`config.mk`:
```
export PLATFORM = sky130hd
export DESIGN_NAME = serializer
export DESIGN_NICKNAME = d
export VERILOG_FILES = /design/src/rtl/serializer_pkg.sv /design/src/rtl/serializer.sv
export SDC_FILE = /design/constraint.sdc
export NUM_CORES = 1
export LEC_CHECK = 0
export BUFFER_PORTS_ARGS = -buffer_cell sky130_fd_sc_hd__buf_4
export CAP_MARGIN = 20
export CORE_AREA = 2 2 57 59
export DETAILED_ROUTE_END_ITERATION = 6
export DIE_AREA = 0 0 59 61
export SYNTH_ARGS = -nofsm -noshare
export SYNTH_HDL_FRONTEND = slang
export SYNTH_SLANG_ARGS = --single-unit
```
`constraint.sdc`:
```
create_clock -name clk -period 2.01 [get_ports clk]
set_input_delay 0.402 -clock clk [delete_from_list [all_inputs] [get_ports clk]]
set_output_delay 0.402 -clock clk [all_outputs]
set_load 0.03 [all_outputs]
```
`src/rtl/serializer_pkg.sv`:
```
// Shared serdes definitions: FSM state encoding, default word width and
// bit-order encoding, common to the serializer and the 1:8 deserializer.
package serializer_pkg;

    localparam int unsigned DEFAULT_WIDTH = 8;

    // Bit-order encoding for the MSB_FIRST parameter.
    localparam bit ORDER_MSB_FIRST = 1'b1;
    localparam bit ORDER_LSB_FIRST = 1'b0;

    // IDLE: shift register empty; SHIFT: shift register transmitting.
    typedef enum logic {
        StIdle  = 1'b0,
        StShift = 1'b1
    } serdes_state_e;

endpackage

```
`src/rtl/serializer.sv`:
```
// Parallel-to-serial converter with a one-word holding register so that a
// continuously offered stream is sent with no idle gap between words.
module serializer
    import serializer_pkg::*;
#(
    parameter int unsigned WIDTH     = DEFAULT_WIDTH,
    parameter bit          MSB_FIRST = ORDER_MSB_FIRST
) (
    input  logic             clk,
    input  logic             rst,
    input  logic [WIDTH-1:0] datain,
    input  logic             validIn,
    output logic             readyOut,
    output logic             dataout,
    output logic             validOut
);

    localparam int unsigned   CW   = $clog2(WIDTH);
    localparam logic [CW-1:0] LAST = CW'(WIDTH - 1);

    serdes_state_e    state;
    logic [WIDTH-1:0] sr;       // bits still to be sent after the one on dataout
    logic [WIDTH-1:0] hr;
    logic             hr_full;
    logic [CW-1:0]    cnt;      // index of the bit currently on dataout
    logic             accept;

    // First bit of a word in the selected transmission order.
    function automatic logic head(input logic [WIDTH-1:0] w);
        return (MSB_FIRST == ORDER_MSB_FIRST) ? w[WIDTH-1] : w[0];
    endfunction

    // Word with its first bit consumed, so the next bit sits at the head.
    function automatic logic [WIDTH-1:0] advance(input logic [WIDTH-1:0] w);
        return (MSB_FIRST == ORDER_MSB_FIRST) ? (w << 1) : (w >> 1);
    endfunction

    // Ready depends only on the registered holding-register flag.
    assign readyOut = ~hr_full;
    assign accept   = validIn & ~hr_full;

    // Two-state FSM with registered serial outputs, holding register and counter.
    always_ff @(posedge clk) begin
        if (rst) begin
            state    <= StIdle;
            sr       <= '0;
            hr       <= '0;
            hr_full  <= 1'b0;
            cnt      <= '0;
            dataout  <= 1'b0;
            validOut <= 1'b0;
        end else begin
            unique case (state)
                StIdle: begin
                    if (accept) begin
                        // Bypass HR: the word goes straight onto the line.
                        state    <= StShift;
                        dataout  <= head(datain);
                        sr       <= advance(datain);
                        cnt      <= '0;
                        validOut <= 1'b1;
                    end
                end
                StShift: begin
                    if (cnt == LAST) begin
                        if (hr_full) begin
                            dataout  <= head(hr);
                            sr       <= advance(hr);
                            cnt      <= '0;
                            hr       <= '0;
                            hr_full  <= 1'b0;
                            validOut <= 1'b1;
                        end else if (accept) begin
                            dataout  <= head(datain);
                            sr       <= advance(datain);
                            cnt      <= '0;
                            validOut <= 1'b1;
                        end else begin
                            state    <= StIdle;
                            sr       <= '0;
                            cnt      <= '0;
                            dataout  <= 1'b0;
                            validOut <= 1'b0;
                        end
                    end else begin
                        dataout <= head(sr);
                        sr      <= advance(sr);
                        cnt     <= cnt + CW'(1);
                        if (accept) begin
                            hr      <= datain;
                            hr_full <= 1'b1;
                        end
                    end
                end
            endcase
        end
    end

endmodule

```
Word-level counts from Yosys, hierarchy flattened
Index checks and enable logic that the tools add are counted.
- bits in registers: 23
- input port bits: 11
- output and inout port bits: 3
- add/subtract/negate cells: 1
- eq/ne operators: 4
- mux-type cells: 24
- bitwise gates (word level): 3
- reduce and logical (&&, ||, !) cells: 4
- operator list (operator ; number):
    $mux 8 ; 7
    $pmux 8 s2 ; 1
    $mux 1 ; 10
    $mux 3 ; 2
    $pmux 1 s2 ; 3
    $pmux 3 s2 ; 1
    $ne 2x2->1 const B ; 2
    $reduce_and 2->1 ; 2
    $add 3x1->3 const B ; 1
    $eq 3x3->1 const B ; 1
    $reduce_and 3->1 ; 1
    $ne 2x1->1 const B ; 1
    $not 1->1 ; 2
    $reduce_bool 2->1 ; 1
    $and 1x1->1 ; 1

Depth between registers and ports, before layout
- depth after elaboration: 6
- depth in mapped cells: 8

Worst setup path before layout
OpenSTA, ideal clock, no wires.
- path kind: flip-flop to flip-flop
- start: register cnt[0]
- end: register hr[1]
- setup time: 117 ps
- arrival time: 1414 ps
- required time: 1893 ps
- path slack: 480 ps
- cell stages (with the launch flop): 7
- cells stage by stage: dfxtp_1 -> ha_1 -> ha_1 -> nand2b_1 -> o21ai_2 -> a21oi_4 -> a22o_1
- cells in the longest elaborated chain, start to end: 3
- elaborated cells on any way between the ends: 5
- RTL lines (what ; line ; source):
    start: declaration ; serializer.sv:25 ; logic [CW-1:0] cnt;
    start signal: assignment ; serializer.sv:88 ; cnt <= cnt + CW'(1);
    $eq 3x3->1 * ; serializer.sv:65 ; if (cnt == LAST) begin
    $ne 2x2->1 (no line) or $reduce_bool 2->1 (tied branches) ; - ;
    $reduce_and 3->1 (no line) ; - ;
    end signal: assignment ; serializer.sv:90 ; hr <= datain;
    end: declaration ; serializer.sv:23 ; logic [WIDTH-1:0] hr;
Every way passes the cells marked *; elsewhere a longest branch is shown, timed or not.
A chain may end at the register's enable or synchronous reset.

Final worst setup path
- start: register cnt[0]
- end: register sr[7]
- cells in the longest elaborated chain, start to end: 3
- RTL lines (what ; line ; source):
    $eq 3x3->1 ; serializer.sv:65 ;
    $mux 8 ; serializer.sv:65 ;
    $pmux 8 s2 ; serializer.sv:53 ; unique case (state)
    end signal: assignment ; serializer.sv:59 ; sr <= advance(datain);
    end signal: assignment ; serializer.sv:68 ; sr <= advance(hr);
    end signal: assignment ; serializer.sv:75 ; sr <= advance(datain);
    end: declaration ; serializer.sv:22 ; logic [WIDTH-1:0] sr;
No other way between the ends.

==> results.txt <==
Each instance of the synthesized netlist takes up on average 8.79 um^2. The wire length on met2 was 1170 um; the data arrival time of the critical path was 1.84 ns. Topmost layer with routed signal wires: met4. The largest net degree at the start of global routing was 20; the number of standard cells after synthesis was 128.

For the number of slew-limit violations in the final report, the log shows 0. During placement, the flow inserted port buffers numbering 13. Clock-pin slew was measured on the worst setup and hold paths at 0.13 ns.

The clock arrives with 0.0106 ns of skew. Yosys printed 0 warnings. The total number of placement rows was 20. The remaining max-slew budget at the tightest pin is 0.592. After floorplanning, the core was sized to cover 2950 um^2. The die covers 3600 um^2. The number of setup buffers added after CTS came out at 0.

Sum of negative setup slack: 0 ns. The synthesized netlist contains 34 unique library cells. The post-synthesis sequential element count works out to 22.

The tools report the wire length the detailed router placed on met1 as 1140 um. The clock tree root driver cell was sky130_fd_sc_hd__clkbuf_4. For this run, the slowest stage of the critical path takes 0.38 ns. TritonCTS built the clock tree. The tools report the final setup violation count as 0. The tools report the endpoint kind of the worst setup timing path as a flop. At the later pin of the worst-skew pair, clock insertion delay measures 0.31 ns. Post-synthesis instance area: 1120 um^2.

The floorplan step set the die height to 61 um. The sequential area share after synthesis is 0.392. The number of antenna violations at the first check in global routing was 0; the worst path setup slack after routing was 0.371 ns. For this run the aggregate overflow at the end of global routing stands at 0. The power density normalized to cell area came out at 706 nW/um^2. In the final layout, flip-flops and latches occupy 440 um^2.

Counting along the longest clock path gives a buffer depth of 2. Setup repair after global routing left no endpoint under its margin. IR analysis of the VDD net gives a maximum drop of 0.358 mV. Walking the worst path, the cells encountered are ha_1 -> ha_2 -> inv_1 -> a21oi_2 -> a222oi_1 -> nor2_1. Portion of synthesized cell area occupied by the leading cell type: 0.392. Max-cap violations in this run came to 0. The detailed placement HPWL is 1690 um, and the boundary pin count is 14. Routability-driven placement finished with a final weighted congestion of 0.767. The run gives 0.161 as the global router's overall resource usage. The starting density of the core is 0.381. The logs give 142 for the number of nets in the synthesized netlist and 884 uW for the power consumption. After filler insertion, the fill cell instance count of the layout stands at 298.

After the first detailed-routing iteration, the DRC count stood at 36. The number of vias in the routed layout was 937; the total length of routed met3 wires was 109 um. Once placement completed, the tool counted placed cells totaling 166. The synthesized design spends more area on one cell type than any other, namely sky130_fd_sc_hd__dfxtp_1. The logs give 0.222 ns for the setup slack after placement and 937 for the via count of the first global-routing pass. The tools report the maximum level of the CTS H-tree as 1.

The run gives 0 as the quantity of hold-fixing buffers added after cts. After detailed routing, the total wire length is 2430 um. The core utilization of the finished layout is 0.424, and the number of diodes is 0. The tools report the number of hold violations in the final report as 0. In this run the worst path has a maximum fanout of 17. Area added between synthesis and finish: 11.2%. After the flow finishes, the layout carries non-filler instances totaling 170.

Sorting the synthesized cells by area gives the leading types as sky130_fd_sc_hd__dfxtp_1 39%, sky130_fd_sc_hd__nand2_1 5.0%, sky130_fd_sc_hd__a22o_1 4.7%. The run finished with clean final reports. The library cell contributing the largest single delay on the critical path is sky130_fd_sc_hd__a222oi_1. STA classifies the critical path startpoint as a flop. The post-detailed-route wirelength per cell came out at 14.3 um. Using the TritonRoute via totals, the vias-per-cell ratio works out to 5.51. The final cycle utilization of the critical path works out to 0.815. By startpoint and endpoint, the worst setup path is classified as flop to flop.

STA puts the critical path data required time at 2.21 ns. For this run, design rule violations remaining after detail routing come to 0. Share of layout cells above drive strength 1: 0.204. The type of the tightest min-delay check was input port to flop. The tools report the final-stage net count as 152.

The number of nets with antenna violations after routing is 0, and the CTS buffer count is 3. The width of the chip was 59 um; the number of sinks handled by clock tree synthesis was 22. Peak clock frequency supported by timing: 610 MHz.

The first detailed-routing pass ran for 4 iterations. For the pin with the worst max-slew slack, the measured transition is 0.611 ns. The first global-routing pass estimated 4350 um of wire.

The worst path needs 1.64 ns of the cycle, external delays included. The multi-input combinational cells in the finished layout cover a total of 598 um^2. The run gives 0.000476 uW as the leakage power summed over all cells.
-- sequential cells by signal, summed over array words and instances, names as in the netlist --
name and count:
cnt 3, sr 7, state 1, validOut 1, dataout 1, hr 8, hr_full 1
-- cell usage in the layout, fill, tap and decap left out --
cell                        count
sky130_fd_sc_hd__a211oi_1       2
sky130_fd_sc_hd__o21ai_0        5
sky130_fd_sc_hd__a21bo_2        1
sky130_fd_sc_hd__nand2b_4       1
sky130_fd_sc_hd__o21ai_2        1
sky130_fd_sc_hd__nor2b_4        1
sky130_fd_sc_hd__a21oi_2        1
sky130_fd_sc_hd__inv_1          6
sky130_fd_sc_hd__clkbuf_4       3
sky130_fd_sc_hd__a32oi_1        3
sky130_fd_sc_hd__ha_1           2
sky130_fd_sc_hd__buf_4         15
sky130_fd_sc_hd__nand2_1       15
sky130_fd_sc_hd__nand3_1        5
sky130_fd_sc_hd__a21oi_4        1
sky130_fd_sc_hd__a2bb2oi_1      2
sky130_fd_sc_hd__nor4_4         1
sky130_fd_sc_hd__nor2b_1        1
sky130_fd_sc_hd__a22o_1         6
sky130_fd_sc_hd__clkbuf_8       1
sky130_fd_sc_hd__dfxtp_1       22
sky130_fd_sc_hd__a21oi_1        8
sky130_fd_sc_hd__nor2_2         1
sky130_fd_sc_hd__a221oi_1       1
sky130_fd_sc_hd__nand2b_1       4
sky130_fd_sc_hd__a21o_1         3
sky130_fd_sc_hd__nor2_1        11
sky130_fd_sc_hd__ha_2           1
sky130_fd_sc_hd__nor3_1         1
sky130_fd_sc_hd__o21ai_1        3
sky130_fd_sc_hd__a31o_1         3
sky130_fd_sc_hd__a22oi_1        2
sky130_fd_sc_hd__a222oi_1       3
sky130_fd_sc_hd__o22ai_1        1
-- repair_timing --
| action | CTS | global route |
|---|---|---|
| endpoints found under the setup margin | 0 | 1 |
| hold endpoints to repair | 0 | 0 |
| gates resized for setup | 0 | 1 |
-- kinds of logic after synthesis --
| family | synth area share |
|---|---|
| flops | 0.392 |
| fa+ha+maj | 0.0334 |
| simple gates | 0.190 |
| buf+inv | 0.0790 |
| compound gates | 0.306 |
-- critical path: cells and delay by family (launching register included) --
| kind | cells | cell delay [ns] |
|---|---|---|
| flops | 1 | 0.35 |
| fa+ha+maj | 2 | 0.51 |
| simple gates | 1 | 0.06 |
| buf+inv | 1 | 0.14 |
| compound gates | 2 | 0.47 |
-- metrics by stage --
step | cell area [um^2] | hold slack [ns]
after floorplan | 1120 | 0.449
after global placement | 1210 | 0.464
after detailed placement | 1210 | 0.467
after CTS | 1250 | 0.292
after global routing | 1250 | 0.293
final | 1250 | 0.296
-- synth_stat cells --
library cell and number:
sky130_fd_sc_hd__a21oi_4 1, sky130_fd_sc_hd__nand2b_4 1, sky130_fd_sc_hd__nor2_1 11, sky130_fd_sc_hd__a21oi_1 8
sky130_fd_sc_hd__buf_6 2, sky130_fd_sc_hd__o21ai_0 5, sky130_fd_sc_hd__a21oi_2 1, sky130_fd_sc_hd__o21ai_1 3
sky130_fd_sc_hd__inv_1 6, sky130_fd_sc_hd__a31o_1 3, sky130_fd_sc_hd__o22ai_1 1, sky130_fd_sc_hd__a221oi_1 1
sky130_fd_sc_hd__a21o_1 3, sky130_fd_sc_hd__nor2b_4 1, sky130_fd_sc_hd__nand3_1 5, sky130_fd_sc_hd__nand2_1 15
sky130_fd_sc_hd__a211oi_1 2, sky130_fd_sc_hd__nor2_2 1, sky130_fd_sc_hd__a21bo_2 1, sky130_fd_sc_hd__nand2b_1 4
sky130_fd_sc_hd__a2bb2oi_1 2, sky130_fd_sc_hd__dfxtp_1 22, sky130_fd_sc_hd__nor3_1 1, sky130_fd_sc_hd__a22oi_1 2
sky130_fd_sc_hd__a22o_1 6, sky130_fd_sc_hd__nor4_4 1, sky130_fd_sc_hd__a222oi_1 3, sky130_fd_sc_hd__o21ai_2 1
sky130_fd_sc_hd__a32oi_1 3, sky130_fd_sc_hd__clkbuf_1 1, sky130_fd_sc_hd__buf_4 2, sky130_fd_sc_hd__nor2b_1 1
sky130_fd_sc_hd__buf_2 5, sky130_fd_sc_hd__ha_1 3
-- per-layer routing --
metal | up-vias | GRT usage
met1 | 439 | 0.200
met2 | 19 | 0.271
li1 | 477 | -
met4 | 0 | 0.0487
met5 | - | 0
met3 | 2 | 0.0490
-- power by group --
| part | switching [uW] | internal [uW] |
|---|---|---|
| sequential | 24.5 | 461 |
| combinational | 82.0 | 66.6 |
| clock | 139 | 111 |
| total | 245 | 639 |
-- final timing paths --
path,start,to,cells past startpoint,slack (ns)
setup / recovery,cnt[0]$_SDFFE_PP0P_,sr[7]$_SDFFE_PP0P_,6,0.37
hold / removal,datain[2],hr[2]$_SDFFE_PP0P_,2,0.30
setup reg to reg,cnt[0]$_SDFFE_PP0P_,sr[7]$_SDFFE_PP0P_,6,0.37
hold reg to reg,hr[3]$_SDFFE_PP0P_,hr[3]$_SDFFE_PP0P_,1,0.50
-- cell type report --
| cell class | count | area share |
|---|---|---|
| Timing Repair Buffer | 15 | 0.0900 |
| Inverter | 6 | 0.0180 |
| Clock buffer | 4 | 0.0290 |
| Tap cell | 33 | 0.0330 |
| Sequential cell | 22 | 0.352 |
| Multi-Input combinational cell | 90 | 0.478 |
(Power assumes the default switching activity.)
